==> src/rtl/fm_pkg.sv <==
// ---------------------------------------------------------------------------
// fm_pkg
// Shared definitions for the FM phase discriminator:
//   FM_PHASE_WIDTH  default phase word width (2^PW == one full turn)
//   fm_state_t      sample-handling FSM encoding (IDLE, ROT, OUT)
//   quarter_turn()  2^(PW-2), i.e. +pi/2 in phase units
//   atan_lut()      CORDIC angle table, atan(2^-i) in phase units
// ---------------------------------------------------------------------------
package fm_pkg;

  localparam int FM_PHASE_WIDTH = 16;

  typedef enum logic [1:0] {
    ST_IDLE = 2'd0,
    ST_ROT  = 2'd1,
    ST_OUT  = 2'd2
  } fm_state_t;

  // +pi/2 expressed in a pw-bit phase word.
  function automatic logic [31:0] quarter_turn(input int pw);
    quarter_turn = 32'd1 << (pw - 2);
  endfunction

  // round(atan(2^-i) * 2^pw / (2*pi)). The base table is exact for pw = 16.
  // Other widths are scaled from it, which is exact for the leading entries
  // and within 1 LSB elsewhere. Indices beyond 15 contribute nothing.
  function automatic logic [31:0] atan_lut(input int i, input int pw);
    logic [31:0] v16;
    case (i)
      32'sd0:  v16 = 32'd8192;
      32'sd1:  v16 = 32'd4836;
      32'sd2:  v16 = 32'd2555;
      32'sd3:  v16 = 32'd1297;
      32'sd4:  v16 = 32'd651;
      32'sd5:  v16 = 32'd326;
      32'sd6:  v16 = 32'd163;
      32'sd7:  v16 = 32'd81;
      32'sd8:  v16 = 32'd41;
      32'sd9:  v16 = 32'd20;
      32'sd10: v16 = 32'd10;
      32'sd11: v16 = 32'd5;
      32'sd12: v16 = 32'd3;
      32'sd13: v16 = 32'd1;
      32'sd14: v16 = 32'd1;
      default: v16 = 32'd0;
    endcase
    if (pw >= 16) begin
      atan_lut = v16 << (pw - 16);
    end else begin
      atan_lut = (v16 + (32'd1 << (15 - pw))) >> (16 - pw);
    end
  endfunction

endpackage

==> src/rtl/fm_cordic_vec.sv <==
// ---------------------------------------------------------------------------
// fm_cordic_vec
// Iterative vectoring CORDIC: drives y towards zero one micro-rotation per
// cycle while accumulating the rotated angle in z. The magnitude left in x
// is not used by the discriminator and is not exported.
// Ports:
//   clk, reset_n   clock, synchronous active-low reset (aborts a run)
//   i_start        load i_x/i_y/i_z and begin ITERATIONS micro-rotations
//   i_x, i_y       pre-rotated vector (x >= 0), XW bits signed
//   i_z            starting angle, PHASE_WIDTH bits
//   o_done         high during the cycle of the final micro-rotation
//   o_z            accumulated angle; stable once the run has finished
// ---------------------------------------------------------------------------
module fm_cordic_vec
  import fm_pkg::*;
#(
  parameter int XW          = 18,
  parameter int PHASE_WIDTH = FM_PHASE_WIDTH,
  parameter int ITERATIONS  = 16
) (
  input  logic                   clk,
  input  logic                   reset_n,
  input  logic                   i_start,
  input  logic signed [XW-1:0]   i_x,
  input  logic signed [XW-1:0]   i_y,
  input  logic [PHASE_WIDTH-1:0] i_z,
  output logic                   o_done,
  output logic [PHASE_WIDTH-1:0] o_z
);

  localparam int IW = (ITERATIONS > 1) ? $clog2(ITERATIONS) : 1;
  localparam logic [IW-1:0] LAST_ITER = IW'(ITERATIONS - 1);

  logic signed [XW-1:0]   r_x;
  logic signed [XW-1:0]   r_y;
  logic [PHASE_WIDTH-1:0] r_z;
  logic [IW-1:0]          r_iter;
  logic                   r_busy;

  logic signed [XW-1:0]   w_x_sh;
  logic signed [XW-1:0]   w_y_sh;
  logic [PHASE_WIDTH-1:0] w_atan;

  // Shifted operands and the angle step for the current iteration.
  always_comb begin
    w_x_sh = r_x >>> r_iter;
    w_y_sh = r_y >>> r_iter;
    w_atan = PHASE_WIDTH'(atan_lut(int'(r_iter), PHASE_WIDTH));
  end

  // Load on start, then rotate towards y = 0; all updates use old values.
  always_ff @(posedge clk) begin
    if (!reset_n) begin
      r_x    <= {XW{1'b0}};
      r_y    <= {XW{1'b0}};
      r_z    <= {PHASE_WIDTH{1'b0}};
      r_iter <= {IW{1'b0}};
      r_busy <= 1'b0;
    end else if (i_start) begin
      r_x    <= i_x;
      r_y    <= i_y;
      r_z    <= i_z;
      r_iter <= {IW{1'b0}};
      r_busy <= 1'b1;
    end else if (r_busy) begin
      if (!r_y[XW-1]) begin
        r_x <= r_x + w_y_sh;
        r_y <= r_y - w_x_sh;
        r_z <= r_z + w_atan;
      end else begin
        r_x <= r_x - w_y_sh;
        r_y <= r_y + w_x_sh;
        r_z <= r_z - w_atan;
      end
      if (r_iter == LAST_ITER) begin
        r_busy <= 1'b0;
        r_iter <= {IW{1'b0}};
      end else begin
        r_iter <= r_iter + IW'(1);
      end
    end
  end

  assign o_done = r_busy && (r_iter == LAST_ITER);
  assign o_z    = r_z;

endmodule

==> src/rtl/fm_phase_discriminator.sv <==
// ---------------------------------------------------------------------------
// fm_phase_discriminator
// FM demodulator: measures the phase of each complex baseband sample with a
// vectoring CORDIC and emits the wrapped difference to the previous phase,
// i.e. the instantaneous frequency, as a signed Avalon-ST stream.
// Ports:
//   clk, reset_n        clock, synchronous active-low reset
//   ast_sink_i/_q       signed I/Q input sample
//   ast_sink_valid      1-cycle sample strobe (no backpressure)
//   ast_sink_error      2-bit tag carried with the sample
//   ast_source_data     signed phase delta, pi/2 -> 2^(DATA_WIDTH-2)
//   ast_source_valid    1-cycle output strobe
//   ast_source_error    tag of the sample that produced the output
//   overrun             sticky: a sample arrived while busy and was dropped
// ---------------------------------------------------------------------------
module fm_phase_discriminator
  import fm_pkg::*;
#(
  parameter int DATA_WIDTH  = 16,
  parameter int PHASE_WIDTH = FM_PHASE_WIDTH,
  parameter int ITERATIONS  = 16
) (
  input  logic                         clk,
  input  logic                         reset_n,
  input  logic signed [DATA_WIDTH-1:0] ast_sink_i,
  input  logic signed [DATA_WIDTH-1:0] ast_sink_q,
  input  logic                         ast_sink_valid,
  input  logic [1:0]                   ast_sink_error,
  output logic signed [DATA_WIDTH-1:0] ast_source_data,
  output logic                         ast_source_valid,
  output logic [1:0]                   ast_source_error,
  output logic                         overrun
);

  // Two guard bits absorb the CORDIC gain (~1.647) on a full-scale diagonal.
  localparam int XW = DATA_WIDTH + 2;

  fm_state_t r_state;
  fm_state_t w_state_nxt;

  logic [1:0]                   r_err_tag;
  logic                         r_zero;
  logic [PHASE_WIDTH-1:0]       r_z_prev;
  logic                         r_primed;
  logic                         r_overrun;
  logic signed [DATA_WIDTH-1:0] r_src_data;
  logic                         r_src_valid;
  logic [1:0]                   r_src_error;

  logic                         w_accept;
  logic                         w_is_zero;
  logic signed [XW-1:0]         w_i_ext;
  logic signed [XW-1:0]         w_q_ext;
  logic signed [XW-1:0]         w_x0;
  logic signed [XW-1:0]         w_y0;
  logic [PHASE_WIDTH-1:0]       w_z0;
  logic [PHASE_WIDTH-1:0]       w_quarter;
  logic                         w_core_done;
  logic [PHASE_WIDTH-1:0]       w_core_z;
  logic [PHASE_WIDTH-1:0]       w_z_cur;
  logic [PHASE_WIDTH-1:0]       w_diff;

  assign w_accept  = (r_state == ST_IDLE) && ast_sink_valid;
  assign w_is_zero = (ast_sink_i == {DATA_WIDTH{1'b0}}) &&
                     (ast_sink_q == {DATA_WIDTH{1'b0}});
  assign w_i_ext   = {{2{ast_sink_i[DATA_WIDTH-1]}}, ast_sink_i};
  assign w_q_ext   = {{2{ast_sink_q[DATA_WIDTH-1]}}, ast_sink_q};
  assign w_quarter = PHASE_WIDTH'(quarter_turn(PHASE_WIDTH));

  // Rotate left-half-plane vectors by +/-pi/2 so the CORDIC starts with x >= 0.
  // Negation is safe: -(-2^(DW-1)) fits in the extended width.
  always_comb begin
    if (!ast_sink_i[DATA_WIDTH-1]) begin
      w_x0 = w_i_ext;
      w_y0 = w_q_ext;
      w_z0 = {PHASE_WIDTH{1'b0}};
    end else if (!ast_sink_q[DATA_WIDTH-1]) begin
      w_x0 = w_q_ext;
      w_y0 = -w_i_ext;
      w_z0 = w_quarter;
    end else begin
      w_x0 = -w_q_ext;
      w_y0 = w_i_ext;
      w_z0 = -w_quarter;
    end
  end

  fm_cordic_vec #(
    .XW          (XW),
    .PHASE_WIDTH (PHASE_WIDTH),
    .ITERATIONS  (ITERATIONS)
  ) u_cordic (
    .clk     (clk),
    .reset_n (reset_n),
    .i_start (w_accept),
    .i_x     (w_x0),
    .i_y     (w_y0),
    .i_z     (w_z0),
    .o_done  (w_core_done),
    .o_z     (w_core_z)
  );

  // A zero vector has no defined angle; hold the previous phase instead.
  // The subtraction wraps naturally modulo one full turn.
  always_comb begin
    if (r_zero) begin
      w_z_cur = r_z_prev;
    end else begin
      w_z_cur = w_core_z;
    end
    w_diff = w_z_cur - r_z_prev;
  end

  // FSM state register.
  always_ff @(posedge clk) begin
    if (!reset_n) begin
      r_state <= ST_IDLE;
    end else begin
      r_state <= w_state_nxt;
    end
  end

  // FSM next-state logic.
  always_comb begin
    w_state_nxt = r_state;
    case (r_state)
      ST_IDLE: begin
        if (ast_sink_valid) begin
          w_state_nxt = ST_ROT;
        end else begin
          w_state_nxt = ST_IDLE;
        end
      end
      ST_ROT: begin
        if (w_core_done) begin
          w_state_nxt = ST_OUT;
        end else begin
          w_state_nxt = ST_ROT;
        end
      end
      ST_OUT:  w_state_nxt = ST_IDLE;
      default: w_state_nxt = ST_IDLE;
    endcase
  end

  // Sample capture, phase history, overrun flag and output registers.
  // The first sample after reset only primes the phase history.
  always_ff @(posedge clk) begin
    if (!reset_n) begin
      r_err_tag   <= 2'b00;
      r_zero      <= 1'b0;
      r_z_prev    <= {PHASE_WIDTH{1'b0}};
      r_primed    <= 1'b0;
      r_overrun   <= 1'b0;
      r_src_data  <= {DATA_WIDTH{1'b0}};
      r_src_valid <= 1'b0;
      r_src_error <= 2'b00;
    end else begin
      r_src_valid <= 1'b0;
      if (ast_sink_valid && (r_state != ST_IDLE)) begin
        r_overrun <= 1'b1;
      end
      if (w_accept) begin
        r_err_tag <= ast_sink_error;
        r_zero    <= w_is_zero;
      end
      if (r_state == ST_OUT) begin
        r_z_prev <= w_z_cur;
        if (r_primed) begin
          r_src_data  <= w_diff[PHASE_WIDTH-1 -: DATA_WIDTH];
          r_src_valid <= 1'b1;
          r_src_error <= r_err_tag;
        end else begin
          r_primed <= 1'b1;
        end
      end
    end
  end

  assign ast_source_data  = r_src_data;
  assign ast_source_valid = r_src_valid;
  assign ast_source_error = r_src_error;
  assign overrun          = r_overrun;

endmodule

==> config.mk <==
export PLATFORM = sky130hd
export DESIGN_NAME = fm_phase_discriminator
export DESIGN_NICKNAME = d
export VERILOG_FILES = /design/src/rtl/fm_pkg.sv /design/src/rtl/fm_cordic_vec.sv /design/src/rtl/fm_phase_discriminator.sv
export SDC_FILE = /design/constraint.sdc
export NUM_CORES = 1
export LEC_CHECK = 0
export ABC_AREA = 1
export CAP_MARGIN = 20
export CORE_MARGIN = 1.5
export CORE_UTILIZATION = 35
export DETAILED_ROUTE_END_ITERATION = 7
export HOLD_SLACK_MARGIN = 0.12
export PLACE_DENSITY = 0.5
export SLEW_MARGIN = 30
export SYNTH_ARGS = -nofsm -noshare
export SYNTH_HDL_FRONTEND = slang
export SYNTH_SLANG_ARGS = --single-unit
==> constraint.sdc <==
create_clock -name clk -period 5.05 [get_ports clk]
set_clock_uncertainty 0.1 [all_clocks]
set_input_delay 1.01 -clock clk [delete_from_list [all_inputs] [get_ports clk]]
set_output_delay 1.01 -clock clk [all_outputs]
set_load 0.01 [all_outputs]
Yosys cells after proc, flatten, opt, wreduce, memory -nomap -nowiden
Memories as Yosys holds them, arrays and structs flattened. A register that Yosys moved wholly into a read port is not among the register bits. Cells that the tools add are included.

Bits in registers: 99. Bits in read-only memories: 224. Input bits: 37. Output and inout port bits: 20. Logic and storage cells: 69. Memories kept: 1.

$add $sub $neg: 10. Equal/unequal tests: 3. Shift operators: 2. Mux-type cells: 26. Bitwise gates (word level): 1. Reduce and logical (&&, ||, !) cells: 12.

Memory list: (no name shown) (words 16, width 14, rd ports 1, clocked after memory_dff 1, wr ports 0, line fm_pkg.sv:29) `case (i)`.

Operators by type and width (number): 2-to-1 mux 18 bit (10); 2-to-1 mux 16 bit (6); adder 18 bit (2); negation 16 -> 18 bit (2); >>> shifter 18 x 4 -> 18 bit (2); subtractor 18 bit (2); logical NOT 16 bit (2); subtractor 16 bit (2); adder 16 bit (1); 2-to-1 mux 4 bit (3); 2-to-1 mux 1 bit (5); adder 4 x 1 -> 4 bit, second input constant (1); == test 4 bit, second input constant (1); logical AND 1 bit (4); case mux 2 bit (2 select lines) (1); AND reduction 2 bit (2); nonzero test 2 bit (2); == test 2 x 1 -> 1 bit, second input constant (1); == test 2 bit, second input constant (1); logical NOT 2 bit (1); 2-to-1 mux 2 bit (1); OR reduction 2 bit (1); NOT 1 bit (1).

Longest topological paths before layout
Word-level depth: 5. Depth in mapped cells: 30. Gate-level depth less buffers: 29.

By module
Synthesis repeated with hierarchy kept, for this count alone.

Cells, all modules: 1915. Area, all modules: 11588.6 um2.

Modules (own cells, without submodules): fm_cordic_vec (instances 1, cells each 1290, area each 7840.0 um2, seq. area each 1421.4 um2); fm_phase_discriminator (instances 1, cells each 625, area each 3748.6 um2, seq. area each 840.8 um2).

Worst setup path before layout
Ideal clock, no wire load.

Kind: register to register. Start: register u_cordic.r_iter[0]. End: register u_cordic.r_x[17]. Library setup time: 0.134 ns. Data arrival time: 3.365 ns. Data required time: 4.816 ns. Setup slack: 1.451 ns. Stages on the path, launching flop included: 29. Buffers on the path: 2. Period minus slack after synthesis: 3.599 ns. Path through: dfxtp_1 > buf_6 > inv_8 > buf_8 > nand2_2 > nand3_1 > nand3_1 > nand3_1 > nand2_1 > ha_1 > nand3_2 > nor3_4 > nand2_1 > o21ai_2 > inv_2 > nor2_1 > nand2_1 > nand2_1 > inv_1 > ha_1 > nand2_1 > nor3_1 > nand2_1 > o311ai_0 > inv_1 > nand3_1 > nand2_1 > nand2_1 > a21oi_1.

Longest elaborated chain between the ends: 5. Elaborated cells on any way between the ends: 6. Classes of those cells: add/sub (2); shift (1); mux (3).

RTL lines: start: declaration (line fm_cordic_vec.sv:37) `logic [IW-1:0] r_iter;`; start signal: assignment (line fm_cordic_vec.sv:57) `r_iter <= {IW{1'b0}};`; start signal: assignment (line fm_cordic_vec.sv:63) `r_iter <= {IW{1'b0}};`; start signal: assignment (line fm_cordic_vec.sv:77) `r_iter <= {IW{1'b0}};`; >>> shifter 18 x 4 -> 18 bit * (line fm_cordic_vec.sv:47) `w_y_sh = r_y >>> r_iter;`; adder 18 bit / subtractor 18 bit (equally long branches) (line fm_cordic_vec.sv:67, fm_cordic_vec.sv:71); 2-to-1 mux 18 bit * (line fm_cordic_vec.sv:66) `if (!r_y[XW-1]) begin`; 2-to-1 mux 18 bit * (line fm_cordic_vec.sv:65) `end else if (r_busy) begin`; 2-to-1 mux 18 bit * (line fm_cordic_vec.sv:59) `end else if (i_start) begin`; end signal: assignment (line fm_cordic_vec.sv:60) `r_x <= i_x;`; end signal: assignment (line fm_cordic_vec.sv:67) `r_x <= r_x + w_y_sh;`; end signal: assignment (line fm_cordic_vec.sv:71) `r_x <= r_x - w_y_sh;`; end: declaration (line fm_cordic_vec.sv:34) `logic signed [XW-1:0] r_x;`.

Mark *: on every way between the ends. The rest lies on a longest branch, timed or not. The select of a mux whose other input is x is not followed. A chain may end at the register's enable or synchronous reset.

Worst setup path in the final report
Start: register u_cordic.r_iter[1]. End: register u_cordic.r_y[15].

Longest elaborated chain between the ends: 5. Elaborated cells on any way between the ends: 6. Classes of those cells: add/sub (2); shift (1); mux (3).

RTL lines: >>> shifter 18 x 4 -> 18 bit * (line fm_cordic_vec.sv:46) `w_x_sh = r_x >>> r_iter;`; subtractor 18 bit / adder 18 bit (equally long branches) (line fm_cordic_vec.sv:68, fm_cordic_vec.sv:72); 2-to-1 mux 18 bit * (line fm_cordic_vec.sv:66); 2-to-1 mux 18 bit * (line fm_cordic_vec.sv:65); 2-to-1 mux 18 bit * (line fm_cordic_vec.sv:59); end signal: assignment (line fm_cordic_vec.sv:61) `r_y <= i_y;`; end signal: assignment (line fm_cordic_vec.sv:68) `r_y <= r_y - w_x_sh;`; end signal: assignment (line fm_cordic_vec.sv:72) `r_y <= r_y + w_x_sh;`; end: declaration (line fm_cordic_vec.sv:35) `logic signed [XW-1:0] r_y;`.

Marked as above.

==> flow_metrics.env <==
export IMPL_die_area_um2=32500
export IMPL_status="finished, violations left"
export IMPL_netlist_instances=1772
export IMPL_viasPerCell=5.34
export IMPL_cts_tree="built"
export IMPL_cts_num_sinks=113
export IMPL_drtIter0Drc=1059
export IMPL_num_rows=64
export IMPL_finalMaxSlewViolations=0
export IMPL_clk_pin_slew_ps=60
export IMPL_grt_max_degree=57
export IMPL_netlist_area_um2=11000
export IMPL_worstPathArrival_ps=4620
export IMPL_ir_drop_mv=0.284
export IMPL_setup_viol=0
export IMPL_maxCapViolations=0
export IMPL_synthFlopType="dfxtp_1"
export IMPL_die_h_um=180
export IMPL_grt_pass1_wl_um=59000
export IMPL_drt_total_wl_um=37800
export IMPL_critPathKind="register to register"
export IMPL_fin_tns_setup_ps=0
export IMPL_track_usage=0.230
export IMPL_cts_hold_buf=0
export IMPL_dp_hpwl_um=29000
export IMPL_p_per_area_nw_per_um2=452
export IMPL_path_max_fanout=37
export IMPL_initial_core_util=0.358
export IMPL_synth_seq_cells=113
export IMPL_hold_ws_ps=354
export IMPL_power_leakage_nw=5.83
export IMPL_cts_post_setup_buffers_inserted=0
export IMPL_cp_required_ps=5260
export IMPL_min_period_ps=4420
export IMPL_grt_pass1_vias=10406
export IMPL_wl_per_cell_um=17.2
export IMPL_area_delta_synth_final_pct=13.3
export IMPL_rrSetupSlack_ps=630
export IMPL_clockBufferDepth=2
export IMPL_antenna_left=0
export IMPL_syn_nets=1889
export IMPL_dr_pass1_iters=7
export IMPL_setup_ws_ps=633
export IMPL_clockRootBuffer="clkbuf_16"
export IMPL_ios=57
export IMPL_placed_cell_area_um2=11900
export IMPL_grt_setup_unrepaired="false"
export IMPL_die_w_um=180
export IMPL_max_slew_margin=0.425
export IMPL_violations="design-rule violations"
export IMPL_yosysUniqueCellTypes=52
export IMPL_hp_class="register to register"
export IMPL_core_area_um2=30700
export IMPL_worstMarginPinSlew_ps=862
export IMPL_syn_avg_cell_area_um2=6.21
export IMPL_fmax_ghz=0.226
export IMPL_overflow=0
export IMPL_yosysSeqAreaShare=0.206
export IMPL_synth_edff_count=0
export IMPL_h_tree_depth=4
export IMPL_fin_area_um2=12500
export IMPL_numPortBuffers=56
export IMPL_post_route_drc_count=10
export IMPL_post_route_period_util=0.875
export IMPL_end_kind="register"
export IMPL_p_total_mw=5.64
export IMPL_antennaDiodeCount=0
export IMPL_nFillCells=3330
export IMPL_synthArstFlopShare=0
export IMPL_finalHoldViolations=0
export IMPL_antenna_found_initial=0
export IMPL_clk_latency_ps=430
export IMPL_cts_resized=0
export IMPL_pre_cts_ws_ps=712
export IMPL_final_cell_mix="395 x nand2_1, 210 x nand3_1, 184 x inv_1"
export IMPL_ys_warn_count=0
export IMPL_finalNetCount=1908
export IMPL_final_common_cell="nand2_1"
export IMPL_gp_congestion=0.882
export IMPL_cts_inserted_buffers=17
export IMPL_crit_path_start_kind="register"
export IMPL_final_layout_size_suffix_gt1_frac=0.0593
export IMPL_vias=11753
[layout make-up]
| type | instances | area [µm²] | area share |
|---|---|---|---|
| clock buffer | 18 | 429 | 0.0344 |
| clock inverter | 14 | 180 | 0.0144 |
| tap | 396 | 495 | 0.0397 |
| timing repair buffer | 79 | 728 | 0.0584 |
| multi-input combinational | 1385 | 7630 | 0.612 |
| inverter | 195 | 742 | 0.0595 |
| sequential | 113 | 2260 | 0.181 |
[state kept, by name, indices dropped and copies added, names as in the netlist, 2 cells and up]
| name | count |
|---|---|
| u_cordic.r_x | 18 |
| u_cordic.o_z | 16 |
| u_cordic.w_atan | 14 |
| r_err_tag | 2 |
| u_cordic.r_y | 18 |
| ast_source_data | 16 |
| ast_source_error | 2 |
| u_cordic.r_iter | 4 |
| r_z_prev | 16 |
| r_state | 2 |
[through the flow]
stage               utilization  instances
CTS                       0.406       2200
floorplan                     -       1772
global route              0.406       2200
global placement          0.386       2168
finish                    0.406       2200
detailed placement        0.386       2168
[cells in the mapped netlist, drive strengths merged (15+ instances only)]
library cell,number,share of area
dfxtp,113,0.21
nand3,217,0.10
o21ai,158,0.073
nand2,407,0.14
clkbuf,49,0.017
inv,191,0.066
nor3,22,0.012
a21oi,165,0.075
o211ai,27,0.018
a211oi,15,0.010
buf,30,0.017
ha,76,0.086
xnor2,23,0.018
nor2,125,0.045
xor2,55,0.044
[critical path, cell delays in order, from the launching register on]
cell and delay (ps):
dfxtp_1 320, buf_4 190, inv_4 310, nand3_1 160
nand3_1 110, nand3_1 110, nand2_1 180, ha_1 190
nand4_1 130, nor3_2 250, a31oi_1 140, xor2_1 170
inv_1 100, ha_1 380, nand2_1 90, nor2_1 140
nand2_1 90, o21ai_0 380, a21oi_1 200, o21ai_0 240
a21oi_1 90, o21ai_0 120, a21oi_1 90
[worst paths after layout]
path | startpoint | to | depth (start not counted)
min | r_err_tag[1]$_SDFFE_PN0P_ | r_err_tag[1]$_SDFFE_PN0P_ | 2
max | u_cordic.r_iter[1]$_SDFFE_PP0P_ | u_cordic.r_y[15]$_SDFFE_PN0P_ | 22
min reg2reg | r_err_tag[1]$_SDFFE_PN0P_ | r_err_tag[1]$_SDFFE_PN0P_ | 2
max reg2reg | u_cordic.r_iter[1]$_SDFFE_PP0P_ | u_cordic.r_y[15]$_SDFFE_PN0P_ | 22
[where the power goes]
group	leakage (nW)	internal [mW]	total [mW]	switching (mW)
Clock	0.280	0.782	1.28	0.495
Sequential	0.922	0.989	1.16	0.169
Combinational	4.63	1.14	3.20	2.06
Total	5.83	2.91	5.64	2.73
[per-layer routing]
metal / part of all wire / vias up / global-route usage / wire length, µm
met3: 0.055 / 22 / 0.0364 / 2060
met2: 0.42 / 304 / 0.342 / 15700
met5: 0 / - / 0 / 0
met1: 0.52 / 5407 / 0.348 / 19700
li1: - / 6020 / - / -
met4: 0.0082 / 0 / 0.0393 / 310
[cell families (layout without fill, tap and decap cells)]
kind of cell | Yosys count | in the layout | synth area share
adders and majority gates | 80 | 80 | 0.0937
muxes | 1 | 1 | 0.00102
DFF | 113 | 113 | 0.206
xor gates and xnor gates | 78 | 78 | 0.0621
AOI/OAI and AO/OA | 429 | 429 | 0.221
buffers and inverters | 274 | 306 | 0.101
and+or+nand+nor | 797 | 797 | 0.316
Power figures use the tool's default switching activity.
